[src/rtl/inst_pkg.sv]
// inst_pkg - shared instruction field layout for the encoder and decode paths
// Purpose: instruction type enum and the LSB/width of every field in the
//          32-bit instruction word.
package inst_pkg;

    typedef enum logic [1:0] {
        IT_R1 = 2'b00,
        IT_R2 = 2'b01,
        IT_RI = 2'b10,
        IT_BR = 2'b11
    } inst_type_e;

    localparam int TYPE_LSB = 0;
    localparam int TYPE_W   = 2;
    localparam int OPC_LSB  = 2;
    localparam int OPC_W    = 4;
    localparam int SRC1_LSB = 6;
    localparam int SRC1_W   = 5;
    localparam int SRC2_LSB = 11;
    localparam int SRC2_W   = 5;
    // COND shares bit positions with SRC2; they are never encoded together.
    localparam int COND_LSB = 11;
    localparam int COND_W   = 5;
    // On RI words DEST overlays the low IMM bits, so only imm[15:5] survives.
    localparam int DEST_LSB = 16;
    localparam int DEST_W   = 5;
    localparam int IMM_LSB  = 16;
    localparam int IMM_W    = 16;

endpackage

[src/rtl/inst_fifo.sv]
// rtl/inst_fifo.sv - valid/ready FIFO holding encoded words with their error flag
// Ports:
//   clk, rst           clock, asynchronous active-high reset
//   i_valid/o_ready    write side handshake, i_data written on i_valid && o_ready
//   o_valid/i_ready    read side handshake, o_data is the head entry
module inst_fifo #(
    parameter int WIDTH = 33,
    parameter int DEPTH = 4
) (
    input  logic             clk,
    input  logic             rst,
    input  logic             i_valid,
    output logic             o_ready,
    input  logic [WIDTH-1:0] i_data,
    output logic             o_valid,
    input  logic             i_ready,
    output logic [WIDTH-1:0] o_data
);

    localparam int AW = $clog2(DEPTH);

    // One extra pointer bit distinguishes full from empty when the low bits match.
    logic [AW:0]      r_wptr;
    logic [AW:0]      r_rptr;
    logic [WIDTH-1:0] r_mem [DEPTH];

    logic w_full;
    logic w_empty;
    logic w_push;
    logic w_pop;

    assign w_full  = (r_wptr[AW] != r_rptr[AW]) && (r_wptr[AW-1:0] == r_rptr[AW-1:0]);
    assign w_empty = (r_wptr == r_rptr);

    // No full-bypass: a pop in the same cycle does not open the input side.
    assign o_ready = !w_full;
    assign o_valid = !w_empty;
    assign w_push  = i_valid && !w_full;
    assign w_pop   = i_ready && !w_empty;

    // Storage is not reset; the empty gate keeps stale entries off the output.
    assign o_data  = w_empty ? '0 : r_mem[r_rptr[AW-1:0]];

    always_ff @(posedge clk or posedge rst) begin
        if (rst) begin
            r_wptr <= '0;
            r_rptr <= '0;
        end else begin
            if (w_push) r_wptr <= r_wptr + 1'b1;
            if (w_pop)  r_rptr <= r_rptr + 1'b1;
        end
    end

    always_ff @(posedge clk) begin
        if (w_push) r_mem[r_wptr[AW-1:0]] <= i_data;
    end

endmodule

[src/rtl/inst_encoder.sv]
// rtl/inst_encoder.sv - packs instruction fields into 32-bit words with a field-error flag
// Ports:
//   clk, rst                    clock, asynchronous active-high reset
//   in_valid/in_ready           field bundle handshake
//   in_type..in_imm             instruction fields
//   out_valid/out_ready         encoded word handshake
//   out_inst, out_err           FIFO head word and its error flag
//   inst_cnt, err_cnt           popped words / popped error words, wrapping
module inst_encoder
    import inst_pkg::*;
#(
    parameter int DEPTH  = 4,
    parameter int CNT_W  = 16,
    parameter int STRICT = 1
) (
    input  logic             clk,
    input  logic             rst,
    input  logic             in_valid,
    output logic             in_ready,
    input  logic [1:0]       in_type,
    input  logic [3:0]       in_opcode,
    input  logic [4:0]       in_src1,
    input  logic [4:0]       in_src2,
    input  logic [4:0]       in_dest,
    input  logic [4:0]       in_cond,
    input  logic [15:0]      in_imm,
    output logic             out_valid,
    input  logic             out_ready,
    output logic [31:0]      out_inst,
    output logic             out_err,
    output logic [CNT_W-1:0] inst_cnt,
    output logic [CNT_W-1:0] err_cnt
);

    inst_type_e  w_type;
    logic [31:0] w_inst;
    logic        w_clash;
    logic        w_unused_nz;
    logic        w_err;
    logic        w_pop;

    logic [CNT_W-1:0] r_inst_cnt;
    logic [CNT_W-1:0] r_err_cnt;

    assign w_type = inst_type_e'(in_type);

    always_comb begin
        w_inst = '0;
        w_inst[TYPE_LSB +: TYPE_W] = in_type;
        w_inst[OPC_LSB  +: OPC_W]  = in_opcode;
        w_inst[SRC1_LSB +: SRC1_W] = in_src1;
        case (w_type)
            IT_R2: w_inst[SRC2_LSB +: SRC2_W] = in_src2;
            IT_RI: begin
                // Write imm first so dest overwrites its low bits.
                w_inst[IMM_LSB  +: IMM_W]  = in_imm;
                w_inst[DEST_LSB +: DEST_W] = in_dest;
            end
            IT_BR: begin
                w_inst[COND_LSB +: COND_W] = in_cond;
                w_inst[IMM_LSB  +: IMM_W]  = in_imm;
            end
            default: ;
        endcase
    end

    assign w_clash = (w_type == IT_RI) && (in_imm[DEST_W-1:0] != in_dest);

    assign w_unused_nz = ((in_src2 != '0) && (w_type != IT_R2))
                      || ((in_dest != '0) && (w_type != IT_RI))
                      || ((in_cond != '0) && (w_type != IT_BR))
                      || ((in_imm  != '0) && ((w_type == IT_R1) || (w_type == IT_R2)));

    assign w_err = w_clash || ((STRICT != 0) && w_unused_nz);

    inst_fifo #(
        .WIDTH (33),
        .DEPTH (DEPTH)
    ) u_fifo (
        .clk     (clk),
        .rst     (rst),
        .i_valid (in_valid),
        .o_ready (in_ready),
        .i_data  ({w_err, w_inst}),
        .o_valid (out_valid),
        .i_ready (out_ready),
        .o_data  ({out_err, out_inst})
    );

    assign w_pop = out_valid && out_ready;

    always_ff @(posedge clk or posedge rst) begin
        if (rst) begin
            r_inst_cnt <= '0;
            r_err_cnt  <= '0;
        end else if (w_pop) begin
            r_inst_cnt <= r_inst_cnt + 1'b1;
            if (out_err) r_err_cnt <= r_err_cnt + 1'b1;
        end
    end

    assign inst_cnt = r_inst_cnt;
    assign err_cnt  = r_err_cnt;

endmodule

[config.mk]
export PLATFORM = sky130hd
export DESIGN_NAME = inst_encoder
export DESIGN_NICKNAME = d
export VERILOG_FILES = /design/src/rtl/inst_pkg.sv /design/src/rtl/inst_fifo.sv /design/src/rtl/inst_encoder.sv
export SDC_FILE = /design/constraint.sdc
export NUM_CORES = 1
export LEC_CHECK = 0
export ABC_CLOCK_PERIOD_IN_PS = 3150
export CORE_ASPECT_RATIO = 1.2
export CORE_MARGIN = 3
export CORE_UTILIZATION = 55
export DETAILED_ROUTE_END_ITERATION = 10
export HOLD_SLACK_MARGIN = 0.08
export PLACE_DENSITY = 0.83
export SKIP_LAST_GASP = 1
export SLEW_MARGIN = 20
export SYNTH_ARGS = -nofsm -noshare
export SYNTH_HDL_FRONTEND = slang
export SYNTH_SLANG_ARGS = --single-unit
[constraint.sdc]
create_clock -name clk -period 3.15 [get_ports clk]
set_input_delay 0.63 -clock clk [delete_from_list [all_inputs] [get_ports clk]]
set_output_delay 0.63 -clock clk [all_outputs]
set_load 0.03 [all_outputs]
==> results of run 1 <==
-- flip-flops by register name, indices dropped and copies added, names as in the netlist --
name / count
u_fifo.r_mem: 132
err_cnt: 16
inst_cnt: 16
u_fifo.r_rptr: 3
u_fifo.r_wptr: 3
-- power groups by stage --
stage / Clock (uW) / Combinational (uW) / Sequential (uW)
after floorplan: 0 / 2540 / 3340
after global placement: 0 / 4260 / 3270
after detailed placement: 0 / 4310 / 3310
after CTS: 2030 / 4340 / 3270
after global routing: 2130 / 4570 / 3330
final: 1990 / 4270 / 3270
-- timing repair --
item / 4_1_cts / 5_1_grt
resized for setup: 0 / 1
endpoints found under the hold margin: 0 / 0
setup endpoints to repair: 0 / 5
hold buffers: 0 / 0
-- per-stage QoR --
stage	setup slack (ns)	cells	utilization	power (uW)	area, um^2
after detailed placement	0.595	693	0.671	7630	8540
after global routing	0.0615	725	0.717	10000	9120
final	0.172	725	0.717	9530	9120
after floorplan	0.780	423	-	5880	7170
after global placement	0.614	693	0.671	7530	8540
after CTS	0.136	725	0.716	9640	9110
-- per-layer routing --
layer / vias up / track usage / wire length, um
met5: - / 0 / 0
met4: 0 / 0.0717 / 159
met3: 13 / 0.0554 / 744
met2: 138 / 0.331 / 7040
met1: 2036 / 0.286 / 5880
li1: 1853 / - / -
-- cell usage in the layout, fill, tap and decap left out, drive strengths merged --
master | synthesis | routed
and2 | 45 | 45
nor2b | 11 | 11
or4 | 3 | 3
edfxtp | 132 | 132
nand3 | 14 | 14
inv | 5 | 7
clkbuf | 9 | 18
nor3b | 1 | 1
clkinv | 0 | 7
nor4 | 6 | 6
o21ai | 1 | 1
buf | 10 | 46
nor2 | 4 | 4
and4 | 4 | 4
dfrtp | 38 | 38
mux2 | 2 | 2
nor3 | 2 | 2
a31oi | 1 | 1
xor2 | 9 | 9
bufinv | 0 | 2
or3 | 1 | 1
a41oi | 1 | 1
and3 | 10 | 10
xnor2 | 33 | 33
o211ai | 1 | 1
nand2 | 22 | 22
ha | 7 | 7
mux2i | 10 | 10
o31a | 1 | 1
clkdlybuf4s50 | 0 | 79
mux4 | 33 | 33
a21oi | 1 | 1
nand4 | 6 | 6
clkinvlp | 0 | 3
-- final cells by class --
class / count / area share
multi-input cells: 229 / 0.233
inverters: 5 / 0.00206
flip-flops and latches: 170 / 0.539
clock buffers: 18 / 0.0471
well taps: 164 / 0.0225
clock inverters: 14 / 0.0162
repair buffers: 125 / 0.140
-- final timing paths --
kind | slack (ns) | startpoint | to | depth (start not counted)
worst max-delay path | 0.17 | u_fifo.r_rptr[0]$_DFFE_PP0P_ | out_err | 3
worst min-delay path | 0.47 | inst_cnt[15]$_DFFE_PP0P_ | inst_cnt[15]$_DFFE_PP0P_ | 1
worst max register to register | 1.02 | u_fifo.r_rptr[0]$_DFFE_PP0P_ | u_fifo.r_mem[0][21]$_DFFE_PP_ | 5
worst min register to register | 0.47 | inst_cnt[15]$_DFFE_PP0P_ | inst_cnt[15]$_DFFE_PP0P_ | 1
max in group asynchronous | 1.87 | rst | inst_cnt[5]$_DFFE_PP0P_ | 3
min in group asynchronous | 0.63 | rst | err_cnt[15]$_DFFE_PP0P_ | 2
-- cell families (layout without fill, tap and decap cells) --
| logic type | after synthesis | in the layout | synth area share |
|---|---|---|---|
| flops | 170 | 170 | 0.685 |
| buf+inv | 24 | 162 | 0.0194 |
| compound gates | 6 | 6 | 0.00576 |
| simple gates | 129 | 129 | 0.104 |
| xor+xnor | 42 | 42 | 0.0523 |
| fa+ha+maj | 7 | 7 | 0.0122 |
| mux | 45 | 45 | 0.121 |
==> results.yml, run 1 <==
clock_network:
  clock_sinks: 170
  root_buffer: "clkbuf_16"
  post_cts_buffers: 0
  htreeDepth: 4
  cts_buffer_depth: 2
  cts_buffers: 17
  tritoncts: "yes"
  clk-insertion-delay-late_ns: 0.42
  clk_pin_slew_ns: 0.06
die:
  die_w_um: 110
  dieArea_um2: 14400
  placementRows: 45
  die_height_um: 131
  coreArea_um2: 12700
  ios: 113
  initial_utilization: 0.564
cells_and_area:
  multi_input_area_um2: 2120
  layout-drive-gt1-share: 0.212
  nNetsFinal: 601
  diodes: 0
  seqCellArea_um2: 4920
  fill_cells: 790
  area_delta_synth_final_pct: 27.2
setup_path:
  crit_buf_inv: 1
  cp_top_family: "buffers and inverters"
  cp.required_ns: 2.52
  worstPathCellList: "mux4_2, o31a_1, clkdlybuf4s50_1"
  arrival_ns: 2.35
  cp-end-kind: "primary output"
  critPathKind: "flop to primary output"
  worstPathMaxFanout: 11
  cp_slowest_stage_delay_ns: 0.63
  critPathLaunchType: "flop"
  cpMaxStageDelayCell: "clkdlybuf4s50_1"
pwr:
  power_switching_uw: 3430
  cellPowerDensity_nw_per_um2: 1050
  p_clk_frac: 0.209
  p_int_uw: 6100
  switching_share: 0.360
  power_frac_comb: 0.448
  p_seq_frac: 0.343
  vdd_drop_max_v: 0.000727
  p_leak_uw: 0.00331
synth:
  yosysUniqueCellTypes: 36
  synthCells: 423
  yosysWarnings: 0
  seq_area_frac_synth: 0.685
  syn-num-nets: 476
  synth_area_leader_cell: "edfxtp_1"
  synth-edff-count: 132
  synth_area_um2: 7170
  synth.avg_cell_area_um2: 17.0
  synthTopCellsByCount: "132 x edfxtp_1, 45 x and2_1, 38 x dfrtp_1"
  yosys.cell_count.top_type: "edfxtp_1"
  synth_top_area_frac: 0.553
  ys_seq_elements: 170
  synth_area_leaders: "edfxtp_1 55%, dfrtp_1 13%, mux4_2 10%"
  synth-async-reset-ratio: 0.224
  synth_ff_type: "edfxtp_1"
job:
  cap_violations: 0
timing:
  tightest_slew_ns: 0.801
  hold_viol_final: 0
  rsz0062_at_grt: "false"
  report.final.slew_viol_count: 0
  finalSetupViolations: 0
  slew_headroom: 0.464
  layout_worst_path_cycle_share: 0.945
  fin_skew_ns: 0.00928
  finalSetupTns_ns: 0
  finalCriticalPeriod_ns: 2.98
  timing.fmax_ghz: 0.336
  holdWs_ns: 0.471
grt:
  grt_pass1_vias: 4149
  track_usage: 0.209
  grt_max_degree: 34
  grt_pass1_wl_mm: 22.0
  grt.overflow.total: 0
  antenna_found_initial: 0
placement:
  hpwl_mm: 9.37
  gp_congestion: 0.812
  numPortBuffers: 112
route:
  drt_iter0_drc: 214
  drc: 0
  drtAntennaViolNets: 0
  avgRoutedWirePerCell_um: 19.1
  drtPass1Iterations: 4
  vias: 4040
  drt_wl_total_mm: 13.8
  via_per_inst: 5.57
run_status:
  status: "complete, no violations"
worst_hold_path:
  min_path_type: "flop to flop"
Note: power is estimated with default switching activity, not from simulation.
==> run 2: changes to the inputs <==
--- a/config.mk
+++ b/config.mk
@@ -7,8 +7,8 @@
 export LEC_CHECK = 0
 export ABC_CLOCK_PERIOD_IN_PS = 3150
 export CORE_ASPECT_RATIO = 1.2
-export CORE_MARGIN = 3
 export CORE_UTILIZATION = 55
+export CTS_CLUSTER_DIAMETER = 50
 export DETAILED_ROUTE_END_ITERATION = 10
 export HOLD_SLACK_MARGIN = 0.08
 export PLACE_DENSITY = 0.83
==> run 2 against run 1 <==
Final area fell by 0.89%. Sequential power fell by 2%. Clock skew fell by 0.00061 ns.
==> results.yml, run 2 (same netlist as run 1, synthesis figures left out) <==
timing:
  timing.fmax_ghz: 0.353
  finalSetupTns_ns: 0
  hold_viol_final: 0
  holdWs_ns: 0.478
  slew_headroom: 0.430
  rsz0062_at_grt: "false"
  finalCriticalPeriod_ns: 2.84
  fin_skew_ns: 0.00867
  tightest_slew_ns: 0.853
  finalSetupViolations: 0
  setup_ws_ns: 0.314
  layout_worst_path_cycle_share: 0.900
  report.final.slew_viol_count: 0
worst_hold_path:
  hold_path_end: "inst_cnt[15]$_DFFE_PP0P_"
  hold_path_startpoint: "inst_cnt[15]$_DFFE_PP0P_"
  min_path_type: "flop to flop"
  hold_depth: 1
grt:
  grt_pass1_wl_mm: 21.7
  track_usage: 0.217
  grt.overflow.total: 0
  antenna_found_initial: 0
  grt_pass1_vias: 4221
  grt_max_degree: 38
run_status:
  status: "complete, no violations"
setup_path:
  cp-end-kind: "primary output"
  cp.required_ns: 2.52
  arrival_ns: 2.21
  timing.rr.start: "u_fifo.r_wptr[1]$_DFFE_PP0P_"
  worstPathMaxFanout: 4
  critPathKind: "flop to primary output"
  rr_worst_depth: 6
  worstReg2RegEnd: "err_cnt[1]$_DFFE_PP0P_"
  ff2ff_setup_slack_ns: 1.02
  critPathLaunchType: "flop"
clock_network:
  cts_buffer_depth: 2
  tritoncts: "yes"
  clock_sinks: 170
  post_cts_buffers: 0
  root_buffer: "clkbuf_16"
  clk-insertion-delay-late_ns: 0.41
  cts-hold-fix-buffers: 0
  cts_buffers: 17
  clk_pin_slew_ns: 0.06
  cts_resized: 0
  htreeDepth: 4
placement:
  placed_cells: 691
  hpwl_mm: 8.54
  dp_slack_ns: 0.638
  numPortBuffers: 112
  gp_congestion: 0.771
cells_and_area:
  largest_reg_flops: 132
  nNetsFinal: 599
  final_cell_mix: "132 x edfxtp_1, 79 x clkdlybuf4s50_1, 45 x and2_1"
  diodes: 0
  layout-drive-gt1-share: 0.213
  final_common_cell: "edfxtp_1"
  stdcell_count: 723
  area_delta_synth_final_pct: 26.0
pwr:
  vdd_drop_max_v: 0.000758
  p_leak_uw: 0.00329
  cellPowerDensity_nw_per_um2: 1040
route:
  via_per_inst: 5.63
  drtAntennaViolNets: 0
  drt_wl_total_mm: 13.8
  drc: 0
  vias: 4068
  drtPass1Iterations: 4
  drt_iter0_drc: 225
  avgRoutedWirePerCell_um: 19.0
die:
  coreArea_um2: 12700
  die_w_um: 106
  dieArea_um2: 13500
  initial_utilization: 0.566
  die_height_um: 127
  placementRows: 45
  ios: 113
job:
  cap_violations: 0
-- run 2: changes by cell type in the layout (fill, tap and decap cells not counted), sizes merged --
cell | previous run | this run
clkinv | 7 | 6
clkbuf | 18 | 17
buf | 46 | 44
inv | 7 | 11
clkinvlp | 3 | 1
-- run 2: layout make-up --
type | count | area, um^2
clock inverter | 15 | 165
sequential | 170 | 4920
multi-input combinational | 229 | 2120
tap | 164 | 205
clock buffer | 17 | 425
timing repair buffer | 123 | 1180
inverter | 5 | 18.8
fill | 800 | 3630
-- run 2: per-layer routing --
metal  vias up  share of wire  GRT usage
met4         0          0.012     0.0752
met5         -              0          0
met3        11          0.052     0.0526
li1       1854              -          -
met1      2062           0.39      0.260
met2       141           0.54      0.382
-- run 2: worst max-delay path, cell delays in order (launching register included) --
cell and delay [ns]:
dfrtp_2 0.42, mux4_2 0.58, o31a_1 0.16, clkdlybuf4s50_1 0.63
-- run 2: worst max path at each step --
stage	from	to	slack, ns	cells after the start
after floorplan	u_fifo.r_rptr[0]$_DFFE_PP0P_	u_fifo.r_mem[3][0]$_DFFE_PP_	0.78	5
after global placement	in_dest[0]	u_fifo.r_mem[0][32]$_DFFE_PP_	0.72	6
after detailed placement	in_dest[0]	u_fifo.r_mem[2][32]$_DFFE_PP_	0.64	6
after CTS	u_fifo.r_rptr[0]$_DFFE_PP0P_	out_inst[14]	0.29	4
after global routing	u_fifo.r_rptr[0]$_DFFE_PP0P_	out_inst[14]	0.23	4
final	u_fifo.r_rptr[0]$_DFFE_PP0P_	out_err	0.31	3
-- run 2: stage by stage --
stage           util  area, um^2  power [uW]
6_report       0.713        9040        9390
5_1_grt        0.713        9040        9800
4_1_cts        0.713        9040        9490
3_5_place_dp   0.667        8450        7390
3_3_place_gp   0.667        8450        7310
2_1_floorplan      -        7170        5880
-- run 2: power breakdown --
| part | switching, uW | internal (uW) |
|---|---|---|
| Combinational | 2370 | 1770 |
| Sequential | 232 | 2980 |
| Clock | 858 | 1190 |
